<file path="src/rtl/dino_motion_if.sv">
// rtl/dino_motion_if.sv - button/frame inputs and sprite position outputs of the dino motion controller
interface dino_motion_if;
    logic        frame_tick;
    logic        up;
    logic        down;
    logic        freeze;
    logic [31:0] dino_x;
    logic [31:0] dino_y;
    logic        airborne;
    logic        ducking;
    logic [7:0]  jump_count;

    modport master (
        input  frame_tick, up, down, freeze,
        output dino_x, dino_y, airborne, ducking, jump_count
    );

    modport slave (
        output frame_tick, up, down, freeze,
        input  dino_x, dino_y, airborne, ducking, jump_count
    );
endinterface

</file>
<file path="src/rtl/dino_motion.sv">
// rtl/dino_motion.sv - per-frame run/jump/duck physics for the dino sprite
module dino_motion #(
    parameter int GROUND    = 335,
    parameter int DINO_H    = 60,
    parameter int DINO_X    = 50,
    parameter int JUMP_V    = 12,
    parameter int GRAVITY   = 1,
    parameter int DUCK_DROP = 20
) (
    input  logic          clk,
    input  logic          reset,
    dino_motion_if.master bus
);

    typedef enum logic [1:0] {
        RUN  = 2'd0,
        DUCK = 2'd1,
        AIR  = 2'd2
    } state_t;

    state_t            state, state_n;
    logic [8:0]        height, height_n;
    logic signed [7:0] vel, vel_n;
    logic [7:0]        jump_count, jump_count_n;
    logic              frame_tick_d;
    logic              strobe;
    logic signed [9:0] sum;

    // frame_tick_d resets high so a tick already high at reset release is not an edge
    assign strobe = bus.frame_tick & ~frame_tick_d & ~bus.freeze;

    always_ff @(posedge clk) begin
        if (reset) begin
            state        <= RUN;
            height       <= 9'd0;
            vel          <= 8'sd0;
            jump_count   <= 8'd0;
            frame_tick_d <= 1'b1;
        end else begin
            state        <= state_n;
            height       <= height_n;
            vel          <= vel_n;
            jump_count   <= jump_count_n;
            frame_tick_d <= bus.frame_tick;
        end
    end

    always_comb begin
        state_n      = state;
        height_n     = height;
        vel_n        = vel;
        jump_count_n = jump_count;
        sum          = $signed({1'b0, height}) + $signed({{2{vel[7]}}, vel});
        if (strobe) begin
            case (state)
                RUN, DUCK: begin
                    if (bus.up) begin
                        state_n  = AIR;
                        height_n = 9'(JUMP_V);
                        vel_n    = 8'(JUMP_V - GRAVITY);
                        if (jump_count != 8'hFF)
                            jump_count_n = jump_count + 8'd1;
                    end else if (bus.down) begin
                        state_n = DUCK;
                    end else begin
                        state_n = RUN;
                    end
                end
                AIR: begin
                    // landing ignores buttons; a relaunch needs the following update
                    if (sum <= 10'sd0) begin
                        state_n  = RUN;
                        height_n = 9'd0;
                        vel_n    = 8'sd0;
                    end else begin
                        height_n = sum[8:0];
                        vel_n    = vel - 8'(GRAVITY);
                    end
                end
                default: begin
                    state_n  = RUN;
                    height_n = 9'd0;
                    vel_n    = 8'sd0;
                end
            endcase
        end
    end

    assign bus.dino_x     = 32'(DINO_X);
    assign bus.dino_y     = 32'(GROUND - DINO_H + ((state == DUCK) ? DUCK_DROP : 0)) - 32'(height);
    assign bus.airborne   = (state == AIR);
    assign bus.ducking    = (state == DUCK);
    assign bus.jump_count = jump_count;

endmodule

</file>
<file path="src/flat_wrapper.sv">
// flat-port wrapper written by rule: the top's interface ports become plain ports
module dino_motion_flat 
#(
    parameter int GROUND    = 335,
    parameter int DINO_H    = 60,
    parameter int DINO_X    = 50,
    parameter int JUMP_V    = 12,
    parameter int GRAVITY   = 1,
    parameter int DUCK_DROP = 20
)
  (clk, reset, bus_frame_tick, bus_up, bus_down, bus_freeze, bus_dino_x, bus_dino_y, bus_airborne, bus_ducking, bus_jump_count);
  dino_motion_if bus_i ();
  input  logic clk;
  input  logic reset;
  input wire logic [$bits(bus_i.frame_tick)-1:0] bus_frame_tick;
  input wire logic [$bits(bus_i.up)-1:0] bus_up;
  input wire logic [$bits(bus_i.down)-1:0] bus_down;
  input wire logic [$bits(bus_i.freeze)-1:0] bus_freeze;
  output wire logic [$bits(bus_i.dino_x)-1:0] bus_dino_x;
  output wire logic [$bits(bus_i.dino_y)-1:0] bus_dino_y;
  output wire logic [$bits(bus_i.airborne)-1:0] bus_airborne;
  output wire logic [$bits(bus_i.ducking)-1:0] bus_ducking;
  output wire logic [$bits(bus_i.jump_count)-1:0] bus_jump_count;
  assign bus_i.frame_tick = bus_frame_tick;
  assign bus_i.up = bus_up;
  assign bus_i.down = bus_down;
  assign bus_i.freeze = bus_freeze;
  assign bus_dino_x = bus_i.dino_x;
  assign bus_dino_y = bus_i.dino_y;
  assign bus_airborne = bus_i.airborne;
  assign bus_ducking = bus_i.ducking;
  assign bus_jump_count = bus_i.jump_count;
  dino_motion #(.GROUND(GROUND), .DINO_H(DINO_H), .DINO_X(DINO_X), .JUMP_V(JUMP_V), .GRAVITY(GRAVITY), .DUCK_DROP(DUCK_DROP)) u_core (.clk(clk), .reset(reset), .bus(bus_i));
endmodule
</file>
<file path="config.mk">
export PLATFORM = sky130hd
export DESIGN_NAME = dino_motion_flat
export DESIGN_NICKNAME = d
export VERILOG_FILES = /design/src/rtl/dino_motion_if.sv /design/src/rtl/dino_motion.sv /design/src/flat_wrapper.sv
export SDC_FILE = /design/constraint.sdc
export NUM_CORES = 1
export LEC_CHECK = 0
export BUFFER_PORTS_ARGS = -buffer_cell sky130_fd_sc_hd__buf_2
export CORE_ASPECT_RATIO = 0.7
export CORE_MARGIN = 1
export CORE_UTILIZATION = 25
export CTS_CLUSTER_DIAMETER = 30
export DETAILED_ROUTE_END_ITERATION = 8
export PLACE_DENSITY_LB_ADDON = 0.15
export REMOVE_ABC_BUFFERS = 1
export SYNTH_ARGS = -nofsm -noshare
export SYNTH_HDL_FRONTEND = slang
export SYNTH_SLANG_ARGS = --single-unit
</file>
<file path="constraint.sdc">
create_clock -name clk -period 2.8 [get_ports clk]
set_input_delay 0.56 -clock clk [delete_from_list [all_inputs] [get_ports clk]]
set_output_delay 0.56 -clock clk [all_outputs]
set_load 0.005 [all_outputs]
</file>
==> flow_metrics.py, run 1 <==
metrics = {
    "placement": {
        "dp_hpwl_um": 4180,
        "finalWeightedCongestion": 0.771,
        "post_dp_cell_area_um2": 2440,
        "portBuffers": 47,
    },
    "synthesis": {
        "synth_top_area_frac": 0.250,
        "yosys.cell_count.top_type": "sky130_fd_sc_hd__buf_4",
        "synthFlopType": "sky130_fd_sc_hd__dfxtp_1",
        "async_reset_ff_frac": 0,
        "synth_fa_ha_area_frac": 0.109,
        "ys.warnings.count": 0,
        "synth_simple_gate_area_frac": 0.215,
        "synth_cell_types": 53,
        "synthesis.area_um2": 2240,
        "synth.top_cells.by_count": "sky130_fd_sc_hd__buf_4 (48), sky130_fd_sc_hd__nor2_1 (30), sky130_fd_sc_hd__dfxtp_1 (28)",
        "synth.avg_cell_area_um2": 8.12,
        "dominant_combinational_cell_family_by_area_after_synthesis": "simple AND/OR/NAND/NOR gates",
        "synth.area.mux_share": 0.00893,
        "yosysSeqAreaShare": 0.250,
        "compound_gate_fraction_of_synth_area": 0.140,
        "yosys-top-cells-area": "sky130_fd_sc_hd__dfxtp_1 (25%), sky130_fd_sc_hd__buf_4 (16%), sky130_fd_sc_hd__ha_1 (10%)",
        "synth_enable_flop_cells": 0,
        "synth_area_leader_cell": "sky130_fd_sc_hd__dfxtp_1",
        "synth_cells": 276,
        "synth_xor_area_frac": 0.0704,
        "synth.ff_latch_count": 28,
    },
    "route": {
        "vias_per_cell": 4.27,
        "wl_um": 5310,
        "route.vias.total": 1866,
        "first_pass_iters": 4,
        "routedWlPerCell_um": 12.1,
        "ant_nets": 0,
        "number_of_design_rule_violations_left_by_the_first_detailed_router_iteration": 73,
        "drc": 0,
    },
    "pwr": {
        "power_w": 0.000910,
        "power.density_cell_area_nw_per_um2": 346,
        "ir_drop_mv": 0.183,
        "reported_leakage_power_nw": 1.26,
    },
    "global_route": {
        "grt_usage": 0.110,
        "grt_first_pass_wirelength_um": 7960,
        "grt_start_max_net_pins": 25,
        "gr-total-overflow": 0,
        "antenna_found_initial": 0,
        "first_global_vias": 1472,
    },
    "final_layout": {
        "n_antenna_cell": 0,
        "drive_above_1_share": 0.287,
        "layout-area-overhead-vs-synth_pct": 17.5,
        "layout.nets": 343,
        "final_design_area_no_fill_um2": 2630,
        "utilization": 0.307,
    },
    "run": {
        "cap_viol_max_count": 0,
    },
    "timing": {
        "hold-worst-slack_ns": 0.463,
        "relSlewSlack": 0.576,
        "fin_skew_ns": 0.00445,
        "hold_viol": 0,
        "min_period_over_period": 0.972,
        "achievable-frequency_ghz": 0.368,
        "slew_violations": 0,
        "worstMarginPinSlew_ns": 0.628,
        "rsz0062_at_grt": "true",
        "setup_viol": 0,
        "final.min_clock_period_ns": 2.72,
    },
    "clocking": {
        "htree_num_levels": 1,
        "cts.reportedPaths.clkPinSlew_ns": 0.07,
        "cts_num_sinks": 28,
        "ctsLongestPathBuffers": 2,
        "cts_root_buf": "sky130_fd_sc_hd__clkbuf_16",
        "cts_inserted_buffers": 3,
        "clk_latency_ns": 0.26,
        "tritoncts": "built",
    },
    "floorplan": {
        "rows": 28,
        "core_area_um2": 8580,
        "die_h_um": 81.2,
        "initial_core_util": 0.261,
        "design.portCount": 80,
        "die_x_um": 115,
        "design.die.area_um2": 9350,
    },
    "outcome": {
        "status": "complete, no violations",
    },
    "critical_path": {
        "critical_path_arrival_ns": 2.16,
        "worstSetupStartpointType": "register",
        "setup.worst_path.class": "reg2out",
        "crit_path_end_kind": "output port",
        "worst-path-max-fanout": 3,
        "crit_required_ns": 2.24,
    },
    "min_path": {
        "worst_hold_path_type": "reg2reg",
    },
}
-- cell usage in the layout, fill, tap and decap left out, drive strengths merged, types with 3 or more instances in the layout --
master  count
inv        17
and3        3
nand3b      4
nand3       7
nor2       30
a21oi      14
nor3        5
buf        60
clkbuf      3
dfxtp      28
xor2       13
ha         18
xnor2       5
o21ai       4
or3         3
a31oi       7
and2        3
nand4       5
o21a        5
nand2      16
conb       32
-- routing by layer --
metal	share of wire	wire [um]	global-route usage	up-vias
met1	0.61	3220	0.189	844
met2	0.34	1830	0.130	63
met4	0.0030	16	0.0195	0
met3	0.046	244	0.0187	2
met5	0	0	0	-
li1	-	-	-	957
-- registers in the layout (all words and copies together), names as in the netlist --
register / flops
u_core.height: 9
u_core.state: 2
u_core.vel: 8
u_core.frame_tick_d: 1
u_core.bus.jump_count: 8
-- kinds of logic after synthesis --
family                   Yosys count
other                              2
flip-flops                        28
AO/OA/AOI/OAI                     45
adder cells (fa/ha/maj)           19
AND/OR/NAND/NOR                   92
buffers and inverters             70
multiplexers                       2
XOR/XNOR                          18
-- worst max-delay path, cell delays in order, from the launching register on --
cell and delay, ns:
sky130_fd_sc_hd__dfxtp_4 0.36, sky130_fd_sc_hd__inv_4 0.04, sky130_fd_sc_hd__nand2_2 0.07, sky130_fd_sc_hd__ha_1 0.14, sky130_fd_sc_hd__inv_1 0.07, sky130_fd_sc_hd__ha_4 0.29, sky130_fd_sc_hd__a31oi_1 0.11, sky130_fd_sc_hd__or3_4 0.41
sky130_fd_sc_hd__ha_1 0.28, sky130_fd_sc_hd__inv_1 0.03, sky130_fd_sc_hd__buf_2 0.11
-- final cells by class --
type | instances | area, um^2
Tap cell | 120 | 150
Fill cell | 923 | 5950
Clock inverter | 1 | 30.0
Clock buffer | 3 | 75.1
Timing Repair Buffer | 60 | 333
Inverter | 17 | 66.3
Multi-Input combinational cell | 208 | 1410
Sequential cell | 28 | 566
-- what timing repair did --
item | in CTS | in global routing
pin swaps | 0 | 5
buffers inserted | 0 | 1
resized for setup | 3 | 17
setup endpoints to repair | 16 | 33
endpoints found under the hold margin | 0 | 0
hold buffers | 0 | 0
-- where the power goes --
group / internal (W) / switching, W / total [W]
Clock: 0.000285 / 0.000141 / 0.000425
Combinational: 0.0000285 / 0.0000488 / 0.0000773
Sequential: 0.000402 / 0.00000521 / 0.000407
-- metrics by stage --
step	setup TNS, ns	setup slack, ns	cells
global route	-0.0842	-0.0338	437
CTS	-0.0462	-0.0462	436
finish	0	0.0794	437
global placement	0	0.0352	432
floorplan	0	0.245	253
detailed placement	0	0.0278	432
-- final timing paths --
path,from,end,slack [ns],cells after the start
min,u_core.height[0],u_core.height[0],0.46,2
max,u_core.state[1],bus_dino_y[8],0.08,10
max reg2reg,u_core.vel[6],u_core.vel[3],0.09,9
min reg2reg,u_core.height[0],u_core.height[0],0.46,2
Note: power is estimated with default switching activity, not from simulation.
==> run 2: changes to the inputs <==
clock period = 3.3 ns   (was 2.8 ns; I/O delays follow)
==> run 2 against run 1 <==
Die area stayed put. Total power is 25% lower. Clock power is 35% lower. Clock skew is 0.00089 ns lower. Final area is 6.2% lower. Via count is 3.0% lower. Sequential power is 15% lower. Highest routed layer unchanged.
==> flow_metrics.py, run 2 (synthesis gave the netlist of run 1 again) <==
metrics = {
    "global_route": {
        "gr-total-overflow": 0,
        "antenna_found_initial": 0,
        "grt_usage": 0.105,
        "first_global_vias": 1501,
        "grt_first_pass_wirelength_um": 7720,
        "grt_start_max_net_pins": 25,
    },
    "timing": {
        "setup-tns-final_ns": 0,
        "relSlewSlack": 0.649,
        "min_period_over_period": 0.930,
        "hold-worst-slack_ns": 0.493,
        "final.min_clock_period_ns": 3.07,
        "setup_viol": 0,
        "worstMarginPinSlew_ns": 0.524,
        "rsz0062_at_grt": "false",
        "slew_violations": 0,
        "achievable-frequency_ghz": 0.326,
        "hold_viol": 0,
        "fin_skew_ns": 0.00356,
    },
    "pwr": {
        "p_int_w": 0.000524,
        "ir_drop_mv": 0.227,
        "clock_power_share": 0.404,
        "reported_leakage_power_nw": 1.19,
        "reg_power_frac": 0.507,
        "power.switching_w": 0.000159,
        "power.combinational.fraction": 0.088,
        "swShare": 0.233,
        "power.density_cell_area_nw_per_um2": 277,
    },
    "clocking": {
        "cts_num_sinks": 28,
        "cts.reportedPaths.clkPinSlew_ns": 0.07,
        "post_cts_hold_buffer_count": 0,
        "cts_inserted_buffers": 3,
        "htree_num_levels": 1,
        "cts-resized-gates": 0,
        "cts_root_buf": "sky130_fd_sc_hd__clkbuf_16",
        "clk_latency_ns": 0.26,
        "cts_setup_buffers": 0,
        "ctsLongestPathBuffers": 2,
        "tritoncts": "built",
    },
    "route": {
        "routedWlPerCell_um": 11.8,
        "wl_um": 5070,
        "drc": 0,
        "vias_per_cell": 4.22,
        "ant_nets": 0,
        "first_pass_iters": 4,
        "number_of_design_rule_violations_left_by_the_first_detailed_router_iteration": 72,
        "route.vias.total": 1810,
    },
    "critical_path": {
        "crit_path_end_kind": "output port",
        "worst-path-max-fanout": 6,
        "worstSetupStartpointType": "register",
        "crit_required_ns": 2.64,
        "reg2reg_depth": 11,
        "critical_path_arrival_ns": 2.41,
        "critical_path.slowest_cell": "sky130_fd_sc_hd__nor3_1",
        "worst_path_most_repeated_cell": "sky130_fd_sc_hd__ha_1",
        "timing.critical_path.cells": "inv_1 > nand2_1 > ha_1 > inv_1 > ha_1 > ha_1 > a21oi_1 > nor3_1 > nand2_1 > ha_1 > inv_1 > buf_2",
        "setup.worst_path.class": "reg2out",
        "max_stage_delay_ns": 0.36,
    },
    "run": {
        "cap_viol_max_count": 0,
    },
    "outcome": {
        "status": "complete, no violations",
    },
    "floorplan": {
        "core_area_um2": 8580,
        "design.die.area_um2": 9350,
        "initial_core_util": 0.261,
        "rows": 28,
        "design.portCount": 80,
        "die_x_um": 115,
        "die_h_um": 81.2,
    },
    "min_path": {
        "worst_hold_path_type": "reg2reg",
        "hold-path-cell-count": 2,
    },
    "final_layout": {
        "biggestRegsByFlops": "u_core.height x9, u_core.bus.jump_count x8, u_core.vel x8",
        "registers.top_by_ff_count": "u_core.height",
        "final_cell_mix": "sky130_fd_sc_hd__buf_2 (47), sky130_fd_sc_hd__conb_1 (32), sky130_fd_sc_hd__nor2_1 (30)",
        "drive_above_1_share": 0.217,
        "layout.nets": 336,
        "instances_no_fill": 429,
        "flip_flop_count_of_the_largest_register_after_layout": 9,
        "n_antenna_cell": 0,
        "layout-area-overhead-vs-synth_pct": 10.2,
        "mostFrequentLayoutCell": "sky130_fd_sc_hd__buf_2",
    },
    "placement": {
        "numPlacedInstances": 426,
        "dp_hpwl_um": 4010,
        "portBuffers": 47,
        "finalWeightedCongestion": 0.731,
    },
}
-- run 2: layout make-up --
type	count	area (um^2)
fill	929	6110
multi-input combinational	208	1340
sequential	28	561
timing repair buffer	53	280
tap	120	150
clock buffer	3	75.1
inverter	17	63.8
-- run 2: metrics by stage --
stage               power, W  instance area [um^2]  setup WS [ns]   util
finish              0.000683                  2470          0.229  0.288
global route        0.000714                  2470         0.0124  0.288
CTS                 0.000691                  2470          0.182  0.288
detailed placement  0.000414                  2390          0.421  0.279
global placement    0.000415                  2390          0.478  0.279
floorplan           0.000392                  1960          0.745      -
-- run 2: worst paths after layout --
check | from | endpoint | slack (ns)
worst max-delay path | u_core.state[1] | bus_dino_y[9] | 0.23
worst min-delay path | u_core.height[0] | u_core.height[0] | 0.49
worst max register to register | u_core.height[0] | u_core.vel[5] | 0.36
worst min register to register | u_core.height[0] | u_core.height[0] | 0.49
-- run 2: routing by layer --
layer,routed length [um],track usage,up-vias,part of all wire
met5,0,0,-,0
met1,2980,0.171,815,0.59
met2,1840,0.140,56,0.36
li1,-,-,937,-
met3,219,0.0179,2,0.043
met4,27,0.0156,0,0.0053
-- run 2: power by group through the flow --
stage	Sequential [W]	Combinational [W]	Clock [W]
floorplan	0.000353	0.0000387	0
global placement	0.000355	0.0000602	0
detailed placement	0.000355	0.0000597	0
CTS	0.000347	0.0000601	0.000284
global route	0.000347	0.0000689	0.000297
finish	0.000347	0.0000604	0.000276
-- run 2: critical path, delay by kind of cell (launching register included) --
| family | cells | cell delay, ns |
|---|---|---|
| adder cells (fa/ha/maj) | 4 | 0.84 |
| AND/OR/NAND/NOR | 3 | 0.58 |
| flip-flops | 1 | 0.34 |
| buffers and inverters | 4 | 0.29 |
| AO/OA/AOI/OAI | 1 | 0.09 |
